[src/rtl/div_pkg.sv]
// rtl/div_pkg.sv - shared constants for the iterative divider
package div_pkg;

  localparam int DIV_WIDTH = 32;
  localparam int DIV_CNT_W = $clog2(DIV_WIDTH + 1);

  localparam logic [1:0] IDLE = 2'd0;
  localparam logic [1:0] ITER = 2'd1;
  localparam logic [1:0] FIX  = 2'd2;

  function automatic int cnt_width(input int width);
    return $clog2(width + 1);
  endfunction

endpackage

[src/rtl/div_step.sv]
// rtl/div_step.sv - one combinational restoring-division step on magnitudes
module div_step
  import div_pkg::*;
#(
  parameter int WIDTH = DIV_WIDTH
) (
  input  logic [WIDTH-1:0] i_rem,
  input  logic [WIDTH-1:0] i_quo,
  input  logic [WIDTH-1:0] i_divisor_abs,
  output logic [WIDTH-1:0] o_rem,
  output logic [WIDTH-1:0] o_quo
);

  logic [WIDTH:0] w_rem_sh;
  logic [WIDTH:0] w_trial;

  // The extra top bit of the trial acts as the borrow: set means "does not fit".
  assign w_rem_sh = {i_rem, i_quo[WIDTH-1]};
  assign w_trial  = w_rem_sh - {1'b0, i_divisor_abs};

  assign o_rem = w_trial[WIDTH] ? w_rem_sh[WIDTH-1:0] : w_trial[WIDTH-1:0];
  assign o_quo = {i_quo[WIDTH-2:0], ~w_trial[WIDTH]};

endmodule

[src/rtl/div_unit.sv]
// rtl/div_unit.sv - iterative signed restoring divider; DIV_UNSIGNED_EN adds unsigned_op for divu
module div_unit
  import div_pkg::*;
#(
  parameter int WIDTH = DIV_WIDTH
) (
  input  logic             clk,
  input  logic             reset,
  input  logic             start,
`ifdef DIV_UNSIGNED_EN
  input  logic             unsigned_op,
`endif
  input  logic [WIDTH-1:0] dividend,
  input  logic [WIDTH-1:0] divisor,
  output logic [WIDTH-1:0] hi,
  output logic [WIDTH-1:0] lo,
  output logic             done,
  output logic             div_zero,
  output logic             busy
);

  localparam int CNT_W = (WIDTH == DIV_WIDTH) ? DIV_CNT_W : cnt_width(WIDTH);

  logic [1:0]       r_state;
  logic [WIDTH-1:0] r_rem;
  logic [WIDTH-1:0] r_quo;
  logic [WIDTH-1:0] r_dvs;
  logic [CNT_W-1:0] r_count;
  logic             r_sign_q;
  logic             r_sign_r;
  logic [WIDTH-1:0] r_hi;
  logic [WIDTH-1:0] r_lo;
  logic             r_done;
  logic             r_div_zero;

  logic             w_signed_op;
  logic             w_dvd_neg;
  logic             w_dvs_neg;
  logic [WIDTH-1:0] w_dvd_abs;
  logic [WIDTH-1:0] w_dvs_abs;
  logic             w_dvs_zero;
  logic [WIDTH-1:0] w_rem_next;
  logic [WIDTH-1:0] w_quo_next;

`ifdef DIV_UNSIGNED_EN
  assign w_signed_op = ~unsigned_op;
`else
  assign w_signed_op = 1'b1;
`endif

  // Magnitude of -2^(WIDTH-1) is representable as an unsigned WIDTH-bit value.
  assign w_dvd_neg  = w_signed_op & dividend[WIDTH-1];
  assign w_dvs_neg  = w_signed_op & divisor[WIDTH-1];
  assign w_dvd_abs  = w_dvd_neg ? -dividend : dividend;
  assign w_dvs_abs  = w_dvs_neg ? -divisor : divisor;
  assign w_dvs_zero = (divisor == '0);

  div_step #(
    .WIDTH(WIDTH)
  ) u_step (
    .i_rem        (r_rem),
    .i_quo        (r_quo),
    .i_divisor_abs(r_dvs),
    .o_rem        (w_rem_next),
    .o_quo        (w_quo_next)
  );

  always_ff @(posedge clk or posedge reset) begin
    if (reset) begin
      r_state    <= IDLE;
      r_rem      <= '0;
      r_quo      <= '0;
      r_dvs      <= '0;
      r_count    <= '0;
      r_sign_q   <= 1'b0;
      r_sign_r   <= 1'b0;
      r_hi       <= '0;
      r_lo       <= '0;
      r_done     <= 1'b0;
      r_div_zero <= 1'b0;
    end else begin
      r_done     <= 1'b0;
      r_div_zero <= 1'b0;
      case (r_state)
        IDLE: begin
          if (start) begin
            if (w_dvs_zero) begin
              r_done     <= 1'b1;
              r_div_zero <= 1'b1;
            end else begin
              r_sign_q <= w_dvd_neg ^ w_dvs_neg;
              r_sign_r <= w_dvd_neg;
              r_quo    <= w_dvd_abs;
              r_dvs    <= w_dvs_abs;
              r_rem    <= '0;
              r_count  <= CNT_W'(WIDTH);
              r_state  <= ITER;
            end
          end
        end
        ITER: begin
          r_rem   <= w_rem_next;
          r_quo   <= w_quo_next;
          r_count <= r_count - CNT_W'(1);
          if (r_count == CNT_W'(1)) begin
            r_state <= FIX;
          end
        end
        FIX: begin
          r_lo    <= r_sign_q ? -r_quo : r_quo;
          r_hi    <= r_sign_r ? -r_rem : r_rem;
          r_done  <= 1'b1;
          r_state <= IDLE;
        end
        default: r_state <= IDLE;
      endcase
    end
  end

  assign hi       = r_hi;
  assign lo       = r_lo;
  assign done     = r_done;
  assign div_zero = r_div_zero;
  assign busy     = (r_state == ITER) || (r_state == FIX);

endmodule
[config.mk]
export PLATFORM = sky130hd
export DESIGN_NAME = div_unit
export DESIGN_NICKNAME = d
export VERILOG_FILES = /design/src/rtl/div_pkg.sv /design/src/rtl/div_step.sv /design/src/rtl/div_unit.sv
export SDC_FILE = /design/constraint.sdc
export NUM_CORES = 1
export LEC_CHECK = 0
export BUFFER_PORTS_ARGS = -buffer_cell sky130_fd_sc_hd__buf_2
export CORE_UTILIZATION = 35
export DETAILED_ROUTE_END_ITERATION = 16
export PLACE_DENSITY = 0.55
export SLEW_MARGIN = 5
export SYNTH_ARGS = -nofsm -noshare
export SYNTH_HDL_FRONTEND = slang
export SYNTH_SLANG_ARGS = --single-unit
[constraint.sdc]
create_clock -name clk -period 6.2 [get_ports clk]
set_clock_uncertainty 0.2 [all_clocks]
set_input_delay 0.31 -clock clk [delete_from_list [all_inputs] [get_ports clk]]
set_output_delay 0.31 -clock clk [all_outputs]
set_load 0.02 [all_outputs]
==> results of run 1 <==
==> final cells by class <==
| class | instances | area (um2) | share of cell area (%) |
|---|---|---|---|
| tap | 396 | 495 | 3.86 |
| sequential | 172 | 4300 | 33.6 |
| antenna | 2 | 5.00 | 0.0390 |
| clock buffer | 18 | 439 | 3.42 |
| inverter | 54 | 208 | 1.62 |
| clock inverter | 14 | 159 | 1.24 |
| multi-input combinational | 1025 | 6420 | 50.1 |
| timing repair buffer | 148 | 793 | 6.19 |
==> what timing repair did <==
action	CTS	global route
hold buffers	6	0
endpoints found under the setup margin	0	0
endpoints found under the hold margin	105	0
gates resized for setup	0	0
==> cells in the final DEF, fill, tap and decap left out, drive strengths merged, types with 9 or more instances in the layout <==
cell type	instances
dfrtp	172
buf	142
nand2	139
a21oi	130
nor2	125
o21ai	107
xor2	102
nand3	78
inv	60
xnor2	47
ha	42
o31ai	34
nor3	20
o41ai	19
nand2b	19
or3	19
clkbuf	18
mux2i	15
a21o	14
or4	14
nor4	12
mux2	10
nand4	10
o21a	9
==> state kept, by name, summed over array words and instances, names as in the netlist <==
signal / flops
div_zero: 1
done: 1
hi: 32
lo: 32
r_count: 6
r_dvs: 32
r_quo: 32
r_rem: 32
r_sign_q: 1
r_sign_r: 1
r_state: 2
==> logic make-up (layout without fill, tap and decap cells) <==
kind of cell	Yosys count	after routing
other	0	2
adder cells (fa/ha/maj)	43	43
buffers and inverters	123	234
AO/OA/AOI/OAI	348	348
AND/OR/NAND/NOR	460	460
multiplexers	25	25
flip-flops	172	172
XOR/XNOR	149	149
==> layer usage <==
layer  routed length (um)  global-route usage, %  vias to the layer above
met1                16500                   30.1                     4479
met5                    0                      0                        -
met4                  296                   4.17                        0
li1                     -                      -                     4851
met2                11300                   24.5                      175
met3                 1100                   2.79                       20
==> power by group <==
part	total (mW)	switching, mW	internal (mW)
logic	3.83	2.31	1.51
registers	2.15	0.553	1.60
clock network	1.12	0.502	0.616
total	7.10	3.37	3.73
==> tightest hold or removal path, cell delays in order <==
cell and delay, ns:
buf_2 0.11, xor2_1 0.07, o21ai_0 0.13
==> worst paths after layout <==
check / to / slack (ns) / depth (start not counted)
worst max-delay path: r_rem[14] / 1.51 / 14
worst min-delay path: r_dvs[29] / 0.02 / 3
worst max register to register: r_rem[14] / 1.51 / 14
worst min register to register: r_dvs[21] / 0.29 / 2
max in group asynchronous: r_dvs[17] / 3.87 / 4
min in group asynchronous: lo[28] / 0.45 / 3
==> metrics.txt, run 1 <==
VDD IR max=approximately 0.00023 V; largest net degree at the start of global routing=roughly 120; Reg clk slew, reported paths=around 0.070 ns; CTS Buf Count=17; PwrDens=roughly 550 nW/um2; post-synthesis adder-cell area fraction=roughly 4.9%; starting DRC count in detailed routing=roughly 700; compound-gate portion of the synthesized area=roughly a fifth; syn_area_per_cell=about 8.4 um2; DP HPWL=21.6 mm; Fillers=3,164; Post-CTS Repair Setup Buffers=0; leakage power=between 6 and 7 nW; worst skew pair latency=roughly 0.43 ns; Area Growth Syn to Fin=15.2%; first-pass GRT wire length=48.1 mm; Post-Synth XOR/XNOR Area=a little under an eighth; total wire length=between 20 and 30 mm; share of layout cells above drive strength 1=14.5%; Max-Cap Viols=0; Place WS=1.51 ns; routed vias=between 9,000 and 10,000; die width=around 180 um; Yosys cell types=53; ys flop type=dfrtp_1; post-synth top area share=between 30% and 40%; die area=32,500 um2; Initial Util=a little over a third; Yosys warning count=0; Crit Path Max Fanout=17; Syn Nets=1,430; worst hold-check path type=in2reg; most common cell in the netlist=dfrtp_1; Synth area leaders=dfrtp_1 (39%), xor2_1 (8.0%), a21oi_1 (5.8%), o21ai_0 (4.8%), ha_1 (4.7%); H-tree depth=4; Antenna Nets Post-Route=0; Setup WS post-layout=1.51 ns; status=completed; slowest stage cell, crit path=xnor2_2; Setup-failing EPs final=0; Min-Delay Startpoint=divisor[29]; Clk Tree Root Cell=clkbuf_16; async set-or-reset flop fraction in the synthesized netlist=100%; placed insts=roughly 1,800; CP startpoint=r_quo[31]; fin cells=about 1,800; final instance area=between 10,000 and 15,000 um2; unrepaired setup endpoints after global routing=no; Total GRT Usage=roughly 18%; CP Cell Sequence=inv_1, ha_1, fa_1, nand2b_1, a21oi_1, a2111oi_0, o31ai_1, a21oi_1, o31a_1, o31a_1, xnor2_2, buf_4, nand3_1, nand3_1; Syn Inst Count=1,320; final hold vios=0; WP data arrival=roughly 4.9 ns; normalized max-slew margin=approximately 18%; CP Class=reg2reg; Buf+Inv Stages, Crit Path=2; Slew Limit Fails=0; worst slew pin tran=~1.2 ns; initial antenna violation count=2; Die H=180 um; WHS=between 0.015 and 0.02 ns; DRC errors left=0; DP Area=about 12,000 um2; Rows=64; EDFF count, synth=0; mux cell area share after synthesis=under 10%; Nets=1,528; Req. time, crit path=approximately 6.4 ns; total clock sinks=approximately 170; FF-to-FF Start=r_quo[31]; Overall Power=7.10 mW; Post-Syn Area=11,100 um2; post-route setup TNS=0 ns; Top Ports=approximately 130; vias in the first global route=8,791; Remaining Overflow, GRT=0; Fmax=about 210 MHz; fin crit period=between 4 and 5 ns; Commonest cells post-synth=dfrtp_1 (172), nand2_1 (139), a21oi_1 (130); CORE AREA=just over 30,000 um2; FF+latch count, synth=approximately 170; 1st-pass router iterations=5; DR WL/cell=roughly 16 um; startpoint types=register; post-DR vias/cell=5.21; largest family of logic cells by synthesized area=simple AND/OR/NAND/NOR gates; CP endpoint kind=register; crit share post-route=around three quarters; TritonCTS clock tree=built; slowest stage delay, CP=a little under 0.7 ns; routability cong.=around 0.87; CTS max path bufs=2; PortBufs=133; Seq/Total Area, Yosys=between 30 and 40%; Finished Core Util=roughly two fifths; Yosys top cell by area=dfrtp_1; simple-gate portion of the synthesized area=between 15 and 20%; crit-path leading delay family=compound AO/OA/AOI/OAI gates
(Power assumes the default switching activity.)
==> inputs of run 2 (changes only) <==
--- a/config.mk
+++ b/config.mk
@@ -5,10 +5,11 @@
 export SDC_FILE = /design/constraint.sdc
 export NUM_CORES = 1
 export LEC_CHECK = 0
+export ABC_AREA = 1
 export BUFFER_PORTS_ARGS = -buffer_cell sky130_fd_sc_hd__buf_2
 export CORE_UTILIZATION = 35
 export DETAILED_ROUTE_END_ITERATION = 16
-export PLACE_DENSITY = 0.55
+export PLACE_DENSITY = 0.56
 export SLEW_MARGIN = 5
 export SYNTH_ARGS = -nofsm -noshare
 export SYNTH_HDL_FRONTEND = slang
==> constraint.sdc (replaced) <==
create_clock -name clk -period 4.3 [get_ports clk]
set_clock_uncertainty 0.2 [all_clocks]
set_input_delay 0.215 -clock clk [delete_from_list [all_inputs] [get_ports clk]]
set_output_delay 0.215 -clock clk [all_outputs]
set_load 0.02 [all_outputs]
==> metrics.txt, run 2 <==
status=completed; normalized max-slew margin=25.8% (+8.0 points); Comb pwr share=63.8% (+9.9 points); FF-to-FF Start=r_state[0]; hold-fix buffers at CTS=44 (+38); total clock sinks=172 (unchanged); syn_area_per_cell=6.43 um2 (-24%); TritonCTS clock tree=built; H-tree depth=4 (unchanged); CORE AREA=37,800 um2 (+22%); PostCTS Resize Cnt=0 (unchanged); DR WL/cell=15.3 um (-4.2%); most common cell in the netlist=nand2_1; CP Cell Sequence=dlygate4sd3_1, buf_2, inv_1, ha_1, nand2_1, nor2_1, nand2_1, nor2_2, inv_2, nand3_2, inv_2, nand3_1, dlygate4sd3_1, o22ai_1, dlygate4sd3_1; r2r setup slk=0.61 ns (-0.90 ns); post-route setup TNS=0 ns (unchanged); Max-Cap Viols=0 (unchanged); Total GRT Usage=21.7% (+3.3 points); M1 GR Usage=34.8% (+4.7 points); Area Growth Syn to Fin=15.6%; Yosys top cell by area=dfrtp_1; worst slew pin tran=1.11 ns (-0.117 ns); CP Class=in2reg; Synth area leaders=dfrtp_1 (32%), nand2_1 (19%), inv_1 (8.2%), nand3_1 (7.7%), nor2_1 (5.0%); DRC errors left=0 (unchanged); startpoint types=input pin; DP HPWL=33.2 mm (+53%); largest net degree at the start of global routing=173 (+45%); commonest cells after routing, fill and taps aside=nand2_1 (686), inv_1 (293), nand3_1 (207); CTS Buf Count=17 (unchanged); internal power=6.01 mW (+61%); Post-Syn Area=13,500 um2 (+21%); VDD IR max=0.000454 V (+100%); share of layout cells above drive strength 1=10.2% (-4.3 points); Min-Delay Startpoint=divisor[2]; slowest stage delay, CP=0.58 ns (-0.11 ns); leakage power=8.20 nW (+36%); Setup-failing EPs final=0 (unchanged); met3 Track Usage GR=2.47% (-0.32 points); initial antenna violation count=1 (-1); vias in the first global route=12,100 (+38%); ANT cells=0 (-2); Reg-to-Reg End=r_dvs[31]; Rows=71 (+11%); Seq/Total Area, Yosys=31.9% (-6.8 points); GR peak layer=met1; total wire length=42.3 mm (+44%); Finished Core Util=41.2% (-0.28 points); commonest non-fill, non-tap cell in the layout=nand2_1; DP Area=14,500 um2 (+20%); Fillers=4,171 (+32%); Fmax=258 MHz; starting DRC count in detailed routing=1,077 (+53%); Die H=198 um (+10%); Switching Power=7.13 mW (+110%); crit share post-route=90.2%; routed vias=13,500 (+42%); first-pass GRT wire length=66.6 mm (+39%); most numerous cell on the critical path=dlygate4sd3_1; final hold vios=0 (unchanged); die width=198 um (+10%); Yosys cell types=51 (-3.8%); Syn Inst Count=2,098 (+59%); Reg clk slew, reported paths=0.08 ns (about the same); Req. time, crit path=4.49 ns (-1.87 ns); Clk Tree Root Cell=clkbuf_16; Nets=2,345 (+53%); worst hold-check path type=in2reg; ys flop type=dfrtp_1; final instance area=15,600 um2 (+22%); Crit Path Max Fanout=44 (+27); Yosys warning count=0 (unchanged); clock power share=12.5% (-3.2 points); met2 usage=30.1% (+5.7 points); Commonest cells post-synth=nand2_1 (686), inv_1 (295), nand3_1 (207); post-synth top area share=31.9% (-6.8 points); routability cong.=0.921 (+6.3%); PwrDens=842 nW/um2 (+52%); worst r2r path cells=8 (-6); Switching Share=54.3% (+6.8 points); FF+latch count, synth=172 (unchanged); Antenna Nets Post-Route=0 (unchanged); async set-or-reset flop fraction in the synthesized netlist=100% (unchanged); die area=39,300 um2 (+21%); Remaining Overflow, GRT=0 (unchanged); CP endpoint kind=register; Syn Nets=2,208 (+54%); PortBufs=133 (unchanged); EDFF count, synth=0 (unchanged); CTS max path bufs=2 (unchanged); 1st-pass router iterations=8 (+3); Hold Path Sink=r_dvs[2]; unrepaired setup endpoints after global routing=no; Initial Util=35.7% (-0.35 points); fin crit period=between 3 and 4 ns; hold path cells=4 (+1); WP data arrival=4.07 ns (-0.78 ns); post-DR vias/cell=4.89 (-6.2%); Post-CTS Repair Setup Buffers=0 (unchanged); Flop pwr share=23.7% (-6.6 points); Slew Limit Fails=0 (unchanged); worst skew pair latency=0.45 ns (+0.02 ns); Top Ports=134 (unchanged); slowest stage cell, crit path=dlygate4sd3_1
==> run 2: kinds of logic after synthesis <==
family,Yosys count,synth area share (%)
flip-flops,172,31.9
adder cells (fa/ha/maj),43,4.04
AO/OA/AOI/OAI,239,9.99
AND/OR/NAND/NOR,1192,37.9
XOR/XNOR,80,5.19
buffers and inverters,372,11.0
==> run 2: worst max-delay path by stage <==
stage / startpoint / to / slack (ns) / cells past startpoint
2_1_floorplan: reset / div_zero / 1.69 / 1
3_3_place_gp: divisor[31] / r_count[2] / 1.44 / 13
3_5_place_dp: divisor[31] / r_count[2] / 1.38 / 13
4_1_cts: divisor[0] / r_dvs[31] / 0.48 / 15
5_1_grt: divisor[1] / r_dvs[31] / 0.07 / 15
6_report: divisor[1] / r_dvs[31] / 0.42 / 15
==> run 2: area by class of cell <==
| cell class | count | area (um2) | area share, % |
|---|---|---|---|
| Multi-Input combinational cell | 1554 | 7710 | 49.4 |
| Sequential cell | 172 | 4300 | 27.6 |
| Timing Repair Buffer | 186 | 1190 | 7.61 |
| Inverter | 304 | 1140 | 7.34 |
| Tap cell | 511 | 639 | 4.10 |
| Clock buffer | 18 | 429 | 2.75 |
| Clock inverter | 14 | 180 | 1.16 |
==> run 2: critical path: cells and delay by family <==
kind / cells / cell delay, ns
AOI/OAI and AO/OA: 1 / 0.10
adders and majority gates: 1 / 0.19
buffers and inverters: 7 / 2.51
and+or+nand+nor: 6 / 1.03
==> run 2: routing by layer <==
metal / share of wire [%] / vias to the layer above / wire (um)
met5: 0.031 / - / 13
met4: 1.5 / 2 / 622
met3: 5.0 / 41 / 2090
met2: 40 / 354 / 16800
met1: 54 / 6113 / 22700
li1: - / 6970 / -
==> run 2: power groups by stage <==
stage | clock network, mW | logic (mW) | registers [mW]
after floorplan | 0 | 5.97 | 3.22
after global placement | 0 | 8.20 | 3.10
after detailed placement | 0 | 8.26 | 3.13
after CTS | 1.69 | 8.32 | 3.10
after global routing | 1.76 | 9.43 | 3.20
final | 1.65 | 8.38 | 3.11
==> run 2: through the flow <==
stage          hold WS (ns)  cells  power, mW  setup slack (ns)
6_report           0.000574   2759       13.1             0.420
5_1_grt              0.0278   2759       14.4            0.0724
4_1_cts             0.00362   2759       13.1             0.485
3_5_place_dp          0.264   2683       11.4              1.38
3_3_place_gp          0.262   2683       11.3              1.44
2_1_floorplan         0.156   2098       9.19              1.69
